<file path="config.mk">
export PLATFORM = sky130hd
export DESIGN_NAME = tmr_lif_scheduler_flat
export DESIGN_NICKNAME = d
export VERILOG_FILES = /design/src/rtl/snn_pkg.sv /design/src/rtl/tmr_lif_scheduler_if.sv /design/src/rtl/lif_replica_update.sv /design/src/rtl/tmr_lif_scheduler.sv /design/src/flat_wrapper.sv
export SDC_FILE = /design/constraint.sdc
export NUM_CORES = 2
export LEC_CHECK = 0
export ABC_AREA = 1
export BUFFER_PORTS_ARGS = -buffer_cell sky130_fd_sc_hd__buf_2
export CORE_MARGIN = 2
export CORE_UTILIZATION = 40
export CTS_CLUSTER_DIAMETER = 80
export CTS_CLUSTER_SIZE = 16
export DETAILED_ROUTE_END_ITERATION = 7
export HOLD_SLACK_MARGIN = 0.08
export PLACE_DENSITY_LB_ADDON = 0.2
export SYNTH_ARGS = -nofsm -noshare
export SYNTH_HDL_FRONTEND = slang
export SYNTH_SLANG_ARGS = --single-unit
</file>
<file path="constraint.sdc">
create_clock -name clk -period 14.5 [get_ports clk]
set_input_delay 2.175 -clock clk [delete_from_list [all_inputs] [get_ports clk]]
set_output_delay 2.175 -clock clk [all_outputs]
set_load 0.01 [all_outputs]
</file>
<file path="src/rtl/snn_pkg.sv">
// Shared types and helpers for the TMR LIF neuron scheduler.
package snn_pkg;

    localparam int unsigned Q_W       = 16;  // Q8.8 word width
    localparam int unsigned FRAC_BITS = 8;

    typedef enum logic [2:0] {
        StIdle,
        StFetch,
        StCompute,
        StWrite,
        StEmit,
        StDone
    } state_t;

    // Clamp a wide signed intermediate into the signed 16-bit range.
    function automatic logic [Q_W-1:0] sat16(input logic signed [32:0] x);
        if (x > 33'sd32767) begin
            return 16'h7fff;
        end else if (x < -33'sd32768) begin
            return 16'h8000;
        end else begin
            return x[Q_W-1:0];
        end
    endfunction

    // Bitwise 2-of-3 majority vote.
    function automatic logic [Q_W-1:0] maj3(input logic [Q_W-1:0] a,
                                            input logic [Q_W-1:0] b,
                                            input logic [Q_W-1:0] c);
        return (a & b) | (a & c) | (b & c);
    endfunction

endpackage

</file>
<file path="src/rtl/tmr_lif_scheduler_if.sv">
// Control, current-fetch, spike-event and fault-injection signals of the scheduler.
interface tmr_lif_scheduler_if #(
    parameter int unsigned IDXW = 3
);
    logic            start;
    logic [15:0]     dt_tau;
    logic            busy;
    logic            done;
    logic            cur_req;
    logic [IDXW-1:0] cur_idx;
    logic [15:0]     cur_data;
    logic            cur_valid;
    logic            spk_valid;
    logic [IDXW-1:0] spk_idx;
    logic            spk_ready;
    logic [15:0]     fault_cnt;
    logic            inj_en;
    logic [1:0]      inj_sel;
    logic [IDXW-1:0] inj_idx;
    logic [15:0]     inj_val;

    modport master (
        output start, dt_tau, cur_data, cur_valid, spk_ready,
               inj_en, inj_sel, inj_idx, inj_val,
        input  busy, done, cur_req, cur_idx, spk_valid, spk_idx, fault_cnt
    );

    modport slave (
        input  start, dt_tau, cur_data, cur_valid, spk_ready,
               inj_en, inj_sel, inj_idx, inj_val,
        output busy, done, cur_req, cur_idx, spk_valid, spk_idx, fault_cnt
    );
endinterface

</file>
<file path="src/rtl/lif_replica_update.sv">
// Combinational leaky-integrate update of one membrane-potential replica.
module lif_replica_update
    import snn_pkg::*;
(
    input  logic [Q_W-1:0] v,
    input  logic [Q_W-1:0] cur,
    input  logic [Q_W-1:0] dt_tau,
    output logic [Q_W-1:0] v_next
);
    logic signed [16:0] diff;
    logic signed [32:0] prod;
    logic signed [32:0] sum;

    // V' = sat16(V + (((I - V) * dt_tau) >>> 8)) with full-width intermediates.
    always_comb begin
        diff   = $signed({cur[15], cur}) - $signed({v[15], v});
        prod   = $signed({{16{diff[16]}}, diff}) * $signed({{17{dt_tau[15]}}, dt_tau});
        sum    = $signed({{17{v[15]}}, v}) + (prod >>> FRAC_BITS);
        v_next = sat16(sum);
    end
endmodule

</file>
<file path="src/rtl/tmr_lif_scheduler.sv">
// Time-multiplexed scheduler stepping N TMR-protected LIF neurons once per timestep.
module tmr_lif_scheduler
    import snn_pkg::*;
#(
    parameter int unsigned N_NEURONS = 8,
    parameter logic [15:0] V_TH      = 16'h3000,
    parameter logic [15:0] V_RESET   = 16'h0000
) (
    input logic                clk,
    input logic                rst,
    tmr_lif_scheduler_if.slave bus
);
    localparam int unsigned     IDXW = (N_NEURONS > 1) ? $clog2(N_NEURONS) : 1;
    localparam logic [IDXW-1:0] LAST = IDXW'(N_NEURONS - 1);

    state_t          state_q;
    logic [IDXW-1:0] idx_q;
    logic [Q_W-1:0]  dt_q, cur_q, vv_q;
    logic            spike_q, mism_q;
    logic            busy_q, done_q, cur_req_q, spk_valid_q;
    logic [IDXW-1:0] cur_idx_q, spk_idx_q;
    logic [15:0]     fault_cnt_q;
    logic [Q_W-1:0]  rep_q [3][N_NEURONS];

    logic [Q_W-1:0]  v_next [3];
    logic [Q_W-1:0]  vv;
    logic            mism, spike, advance;

    for (genvar r = 0; r < 3; r++) begin : g_rep
        lif_replica_update u_upd (
            .v      (rep_q[r][idx_q]),
            .cur    (cur_q),
            .dt_tau (dt_q),
            .v_next (v_next[r])
        );
    end

    // Vote the three replica results and derive spike/mismatch flags.
    always_comb begin
        vv      = maj3(v_next[0], v_next[1], v_next[2]);
        mism    = (v_next[0] != vv) || (v_next[1] != vv) || (v_next[2] != vv);
        spike   = $signed(vv) >= $signed(V_TH);
        // Leave the current neuron: after a non-spiking WRITE or an accepted spike event.
        advance = ((state_q == StWrite) && !spike_q) || ((state_q == StEmit) && bus.spk_ready);
    end

    // Scheduler FSM, replica storage and registered outputs.
    always_ff @(posedge clk) begin
        if (rst) begin
            state_q     <= StIdle;
            idx_q       <= '0;
            dt_q        <= '0;
            cur_q       <= '0;
            vv_q        <= '0;
            spike_q     <= 1'b0;
            mism_q      <= 1'b0;
            busy_q      <= 1'b0;
            done_q      <= 1'b0;
            cur_req_q   <= 1'b0;
            cur_idx_q   <= '0;
            spk_valid_q <= 1'b0;
            spk_idx_q   <= '0;
            fault_cnt_q <= '0;
            for (int r = 0; r < 3; r++) begin
                for (int n = 0; n < int'(N_NEURONS); n++) begin
                    rep_q[r][n] <= V_RESET;
                end
            end
        end else begin
            done_q <= 1'b0;
            unique case (state_q)
                StIdle: begin
                    // Injection shares the start edge; COMPUTE reads the replicas later.
                    if (bus.inj_en && (bus.inj_sel != 2'd3)) begin
                        rep_q[bus.inj_sel][bus.inj_idx] <= bus.inj_val;
                    end
                    if (bus.start) begin
                        dt_q      <= bus.dt_tau;
                        idx_q     <= '0;
                        busy_q    <= 1'b1;
                        cur_req_q <= 1'b1;
                        cur_idx_q <= '0;
                        state_q   <= StFetch;
                    end
                end
                StFetch: begin
                    if (bus.cur_valid) begin
                        cur_q     <= bus.cur_data;
                        cur_req_q <= 1'b0;
                        state_q   <= StCompute;
                    end
                end
                StCompute: begin
                    vv_q    <= vv;
                    spike_q <= spike;
                    mism_q  <= mism;
                    state_q <= StWrite;
                end
                StWrite: begin
                    for (int r = 0; r < 3; r++) begin
                        rep_q[r][idx_q] <= spike_q ? V_RESET : vv_q;
                    end
                    if (mism_q && (fault_cnt_q != 16'hffff)) begin
                        fault_cnt_q <= fault_cnt_q + 16'd1;
                    end
                    if (spike_q) begin
                        spk_valid_q <= 1'b1;
                        spk_idx_q   <= idx_q;
                        state_q     <= StEmit;
                    end
                end
                StEmit: begin
                    if (bus.spk_ready) begin
                        spk_valid_q <= 1'b0;
                    end
                end
                StDone: begin
                    busy_q  <= 1'b0;
                    state_q <= StIdle;
                end
                default: state_q <= StIdle;
            endcase

            if (advance) begin
                if (idx_q == LAST) begin
                    done_q  <= 1'b1;
                    state_q <= StDone;
                end else begin
                    idx_q     <= idx_q + IDXW'(1);
                    cur_req_q <= 1'b1;
                    cur_idx_q <= idx_q + IDXW'(1);
                    state_q   <= StFetch;
                end
            end
        end
    end

    assign bus.busy      = busy_q;
    assign bus.done      = done_q;
    assign bus.cur_req   = cur_req_q;
    assign bus.cur_idx   = cur_idx_q;
    assign bus.spk_valid = spk_valid_q;
    assign bus.spk_idx   = spk_idx_q;
    assign bus.fault_cnt = fault_cnt_q;
endmodule

</file>
<file path="src/flat_wrapper.sv">
// flat-port wrapper written by rule: the top's interface ports become plain ports
module tmr_lif_scheduler_flat import snn_pkg::*;
#(
    parameter int unsigned N_NEURONS = 8,
    parameter logic [15:0] V_TH      = 16'h3000,
    parameter logic [15:0] V_RESET   = 16'h0000
)
  (clk, rst, bus_start, bus_dt_tau, bus_cur_data, bus_cur_valid, bus_spk_ready, bus_inj_en, bus_inj_sel, bus_inj_idx, bus_inj_val, bus_busy, bus_done, bus_cur_req, bus_cur_idx, bus_spk_valid, bus_spk_idx, bus_fault_cnt);
  tmr_lif_scheduler_if #(.IDXW((3))) bus_i ();
  input logic clk;
  input logic rst;
  input wire logic [$bits(bus_i.start)-1:0] bus_start;
  input wire logic [$bits(bus_i.dt_tau)-1:0] bus_dt_tau;
  input wire logic [$bits(bus_i.cur_data)-1:0] bus_cur_data;
  input wire logic [$bits(bus_i.cur_valid)-1:0] bus_cur_valid;
  input wire logic [$bits(bus_i.spk_ready)-1:0] bus_spk_ready;
  input wire logic [$bits(bus_i.inj_en)-1:0] bus_inj_en;
  input wire logic [$bits(bus_i.inj_sel)-1:0] bus_inj_sel;
  input wire logic [$bits(bus_i.inj_idx)-1:0] bus_inj_idx;
  input wire logic [$bits(bus_i.inj_val)-1:0] bus_inj_val;
  output wire logic [$bits(bus_i.busy)-1:0] bus_busy;
  output wire logic [$bits(bus_i.done)-1:0] bus_done;
  output wire logic [$bits(bus_i.cur_req)-1:0] bus_cur_req;
  output wire logic [$bits(bus_i.cur_idx)-1:0] bus_cur_idx;
  output wire logic [$bits(bus_i.spk_valid)-1:0] bus_spk_valid;
  output wire logic [$bits(bus_i.spk_idx)-1:0] bus_spk_idx;
  output wire logic [$bits(bus_i.fault_cnt)-1:0] bus_fault_cnt;
  assign bus_i.start = bus_start;
  assign bus_i.dt_tau = bus_dt_tau;
  assign bus_i.cur_data = bus_cur_data;
  assign bus_i.cur_valid = bus_cur_valid;
  assign bus_i.spk_ready = bus_spk_ready;
  assign bus_i.inj_en = bus_inj_en;
  assign bus_i.inj_sel = bus_inj_sel;
  assign bus_i.inj_idx = bus_inj_idx;
  assign bus_i.inj_val = bus_inj_val;
  assign bus_busy = bus_i.busy;
  assign bus_done = bus_i.done;
  assign bus_cur_req = bus_i.cur_req;
  assign bus_cur_idx = bus_i.cur_idx;
  assign bus_spk_valid = bus_i.spk_valid;
  assign bus_spk_idx = bus_i.spk_idx;
  assign bus_fault_cnt = bus_i.fault_cnt;
  tmr_lif_scheduler #(.N_NEURONS(N_NEURONS), .V_TH(V_TH), .V_RESET(V_RESET)) u_core (.clk(clk), .rst(rst), .bus(bus_i));
endmodule
</file>
==> impl_metrics.py <==
metrics = {
    "timing": {
        "final.min_clock_period_ns": 13.50,
        "hold_violations": 0,
        "totalNegativeSetupSlack_ns": 0,
        "fin_worst_skew_ns": 0.0713,
        "maxClockFrequency_mhz": 74.1,
        "timing.final.max_slew_violations": 0,
        "setup-violations-final": 0,
        "grt_setup_unrepaired": "false",
        "max-slew-margin-rel": 0.171,
        "timing.final.crit_share": 0.931,
        "timing_worst_slew_pin_value_ns": 1.24,
    },
    "synthesis": {
        "synth_area_um2": 59400,
        "postSynth.asyncResetShare": 0,
        "synth_top_cells_by_area": "sky130_fd_sc_hd__fa_1 27%, sky130_fd_sc_hd__edfxtp_1 19%, sky130_fd_sc_hd__nand2_1 9.5%, sky130_fd_sc_hd__inv_1 9.2%, sky130_fd_sc_hd__ha_1 7.9%",
        "synth_edf_count": 384,
        "post_synth_xor_area_fraction": 0.0293,
        "synth.ff_latch_count": 466,
        "post_synth_mux_area_share": 0,
        "syn_inst": 7267,
        "synthDominantAreaCellType": "sky130_fd_sc_hd__fa_1",
        "synth_top_family_by_area": "adder cells",
        "ys.warnings.count": 0,
        "synth_cell_types": 61,
        "syn_nets": 8514,
        "synth_ff_type": "sky130_fd_sc_hd__edfxtp_1",
        "synthAdderAreaFrac": 0.353,
        "synth.avg_cell_area_um2": 8.17,
        "netlist.area_leader.share": 0.274,
        "synth-simple-area-share": 0.179,
        "post_synthesis_compound_gate_area_fraction": 0.106,
        "synth-seq-area-share": 0.222,
    },
    "worst_setup_path": {
        "critPathLaunch": "u_core.idx_q[0]",
        "cp_slowest_cell": "sky130_fd_sc_hd__fa_1",
        "worst-endpoint-required_ns": 15.07,
        "worst-r2r-cell-count": 63,
        "setup.reg_to_reg.worst_slack_ns": 1.0,
        "timing.critical_path.mode_cell": "sky130_fd_sc_hd__nand2_1",
        "slowest_delay_ns": 0.55,
        "critical_path_arrival_ns": 14.07,
        "crit-reg2reg-launch": "u_core.idx_q[0]",
        "cp-start-kind": "flip-flop",
        "critPathKind": "reg -> reg",
        "rr_endpoint": "u_core.mism_q",
        "nature_of_the_critical_path_endpoint": "flip-flop",
        "timing.critical_path.fanout_max": 48,
    },
    "clock_tree": {
        "numClockSinks": 466,
        "numCtsBuffers": 40,
        "h-tree-depth": 2,
        "cts-root-to-sink-buffers": 3,
        "tritoncts": "done",
        "post_cts_hold_buffer_count": 0,
        "cts_post_setup_buffers_inserted": 0,
        "insertion_delay_ns": 0.68,
        "clock_transition_at_the_registers_of_the_reported_paths_ns": 0.07,
        "post_cts_resize_count": 0,
        "ctsRootBufferMaster": "sky130_fd_sc_hd__clkbuf_16",
    },
    "run": {
        "maxCapViolations": 0,
    },
    "global_routing": {
        "grt_overflow": 0,
        "groute.usage.overall": 0.282,
        "antenna_found_initial": 6,
        "number_of_global_route_vias_before_repair": 50766,
        "grt_max_degree": 49,
        "grt_pass1_wl_mm": 321,
    },
    "final_layout": {
        "syn2layout_area_growth_pct": 7.24,
        "fill_cells": 14874,
        "drive_gt1_frac": 0.0553,
        "fin_nets": 8531,
    },
    "die": {
        "num_rows": 141,
        "dieWidth_um": 389,
        "start_util": 0.402,
        "die_area_um2": 152000,
        "coreArea_um2": 148000,
        "die-height_um": 389,
        "design.portCount": 85,
    },
    "route": {
        "drcViolationCount": 0,
        "route.final.wire_length_mm": 213,
        "antenna_left": 0,
        "post_drt_wl_per_cell_um": 23.0,
        "vias": 50008,
        "drt_first_pass_iters": 6,
        "detailedRoute.firstIterationViolations": 4579,
        "detail_route.vias_per_cell": 5.41,
    },
    "placement": {
        "dpl.hpwl_mm": 169,
        "gp_routability_congestion": 0.929,
        "port_buffers": 84,
    },
    "hold_path": {
        "min-delay-path-class": "reg -> reg",
        "min_to": "u_core.bus.spk_idx[2]",
        "whs_path_depth": 2,
        "hold_path.startpoint": "u_core.bus.spk_idx[2]",
    },
    "status": {
        "outcome": "complete, no violations",
    },
}
==> flip-flops by register name, summed over array words and instances (netlist names) <==
signal,count
u_core.rep_q,384
u_core.bus.fault_cnt,16
u_core.cur_q,16
u_core.dt_q,16
u_core.vv_q,16
u_core.bus.cur_idx,3
u_core.bus.spk_idx,3
u_core.idx_q,3
u_core.state_q,3
u_core.bus.busy,1
u_core.bus.cur_req,1
u_core.bus.done,1
u_core.bus.spk_valid,1
u_core.mism_q,1
u_core.spike_q,1
==> routing by layer <==
| layer | vias to the layer above | routed length, um | GRT usage |
|---|---|---|---|
| met5 | - | 56 | 0 |
| met4 | 10 | 7820 | 0.0915 |
| met3 | 368 | 16300 | 0.0496 |
| met2 | 1939 | 98300 | 0.458 |
| met1 | 24821 | 90200 | 0.382 |
| li1 | 22870 | - | - |
==> critical path: cells and delay by family (launching register included) <==
family	cells	cell delay [ns]
buffers and inverters	7	1.39
AND/OR/NAND/NOR	32	4.16
AO/OA/AOI/OAI	14	3.01
XOR/XNOR	1	0.35
adder cells (fa/ha/maj)	9	3.93
flip-flops	1	0.48
==> cells in the final DEF, fill, tap and decap left out, types with 20 or more instances in the layout <==
cell	synthesis	routed
sky130_fd_sc_hd__xor2_1	113	113
sky130_fd_sc_hd__fa_1	813	813
sky130_fd_sc_hd__inv_1	1463	1460
sky130_fd_sc_hd__a221oi_1	71	70
sky130_fd_sc_hd__nand3_1	198	198
sky130_fd_sc_hd__buf_2	3	84
sky130_fd_sc_hd__nor3_1	53	44
sky130_fd_sc_hd__xnor2_1	81	79
sky130_fd_sc_hd__nand2_2	25	26
sky130_fd_sc_hd__clkbuf_16	0	40
sky130_fd_sc_hd__a22o_1	88	88
sky130_fd_sc_hd__o21bai_1	20	20
sky130_fd_sc_hd__a21oi_1	292	292
sky130_fd_sc_hd__clkinv_1	26	29
sky130_fd_sc_hd__nand4_1	74	74
sky130_fd_sc_hd__o21ai_0	512	512
sky130_fd_sc_hd__nand2_1	1509	1508
sky130_fd_sc_hd__ha_1	375	375
sky130_fd_sc_hd__buf_4	0	122
sky130_fd_sc_hd__edfxtp_1	384	384
sky130_fd_sc_hd__or2_2	29	29
sky130_fd_sc_hd__nor2_1	641	640
sky130_fd_sc_hd__dfxtp_1	82	77
==> cell type report <==
| class | count | area [um^2] | area share |
|---|---|---|---|
| multi-input combinational | 5062 | 39800 | 0.624 |
| sequential | 466 | 13200 | 0.207 |
| inverter | 1506 | 5650 | 0.0887 |
| tap | 1930 | 2410 | 0.0379 |
| timing repair buffer | 208 | 1380 | 0.0216 |
| clock buffer | 55 | 1070 | 0.0168 |
| clock inverter | 14 | 230 | 0.00361 |
| antenna | 1 | 2.50 | 0.0000393 |
==> cell families after synthesis <==
group                    Yosys count
adder cells (fa/ha/maj)         1188
buffers and inverters           1739
AO/OA/AOI/OAI                   1084
flip-flops                       466
XOR/XNOR                         196
AND/OR/NAND/NOR                 2594
==> how the worst max path moves through the flow <==
stage	to	depth (start not counted)
2_1_floorplan	u_core.mism_q	71
3_3_place_gp	u_core.mism_q	70
3_5_place_dp	u_core.mism_q	69
4_1_cts	u_core.mism_q	70
5_1_grt	u_core.mism_q	62
6_report	u_core.mism_q	63
==> metrics by stage <==
stage	utilization	setup WS [ns]	area (um^2)	instances	hold slack [ns]
2_1_floorplan	-	3.51	59400	7267	0.479
3_3_place_gp	0.423	0.964	62400	9172	0.479
3_5_place_dp	0.423	0.968	62400	9172	0.483
4_1_cts	0.431	0.925	63700	9241	0.493
5_1_grt	0.431	0.0345	63700	9242	0.526
6_report	0.431	0.998	63700	9242	0.488
==> cells in the mapped netlist (6+ instances only) <==
| cell | number |
|---|---|
| sky130_fd_sc_hd__clkinv_1 | 26 |
| sky130_fd_sc_hd__a31oi_1 | 19 |
| sky130_fd_sc_hd__nor2_1 | 641 |
| sky130_fd_sc_hd__a21o_1 | 8 |
| sky130_fd_sc_hd__inv_1 | 1463 |
| sky130_fd_sc_hd__a22o_1 | 88 |
| sky130_fd_sc_hd__xor2_1 | 113 |
| sky130_fd_sc_hd__nor4_1 | 13 |
| sky130_fd_sc_hd__clkbuf_1 | 206 |
| sky130_fd_sc_hd__or2_2 | 29 |
| sky130_fd_sc_hd__o21ai_1 | 13 |
| sky130_fd_sc_hd__nand2_2 | 25 |
| sky130_fd_sc_hd__o21bai_1 | 20 |
| sky130_fd_sc_hd__nor2_2 | 13 |
| sky130_fd_sc_hd__o211ai_1 | 9 |
| sky130_fd_sc_hd__buf_1 | 19 |
| sky130_fd_sc_hd__a21oi_2 | 6 |
| sky130_fd_sc_hd__or2_1 | 6 |
| sky130_fd_sc_hd__ha_1 | 375 |
| sky130_fd_sc_hd__nand2_1 | 1509 |
| sky130_fd_sc_hd__a221oi_1 | 71 |
| sky130_fd_sc_hd__nand4_1 | 74 |
| sky130_fd_sc_hd__edfxtp_1 | 384 |
| sky130_fd_sc_hd__fa_1 | 813 |
| sky130_fd_sc_hd__inv_2 | 17 |
| sky130_fd_sc_hd__nand3_1 | 198 |
| sky130_fd_sc_hd__o21ai_0 | 512 |
| sky130_fd_sc_hd__nor3_1 | 53 |
| sky130_fd_sc_hd__a22oi_1 | 15 |
| sky130_fd_sc_hd__a21oi_1 | 292 |
| sky130_fd_sc_hd__dfxtp_1 | 82 |
| sky130_fd_sc_hd__xnor2_1 | 81 |
| sky130_fd_sc_hd__nand3b_1 | 8 |
Power is not shown: default switching activity piles up to over one toggle a cycle in this logic, so the estimate is an artifact.
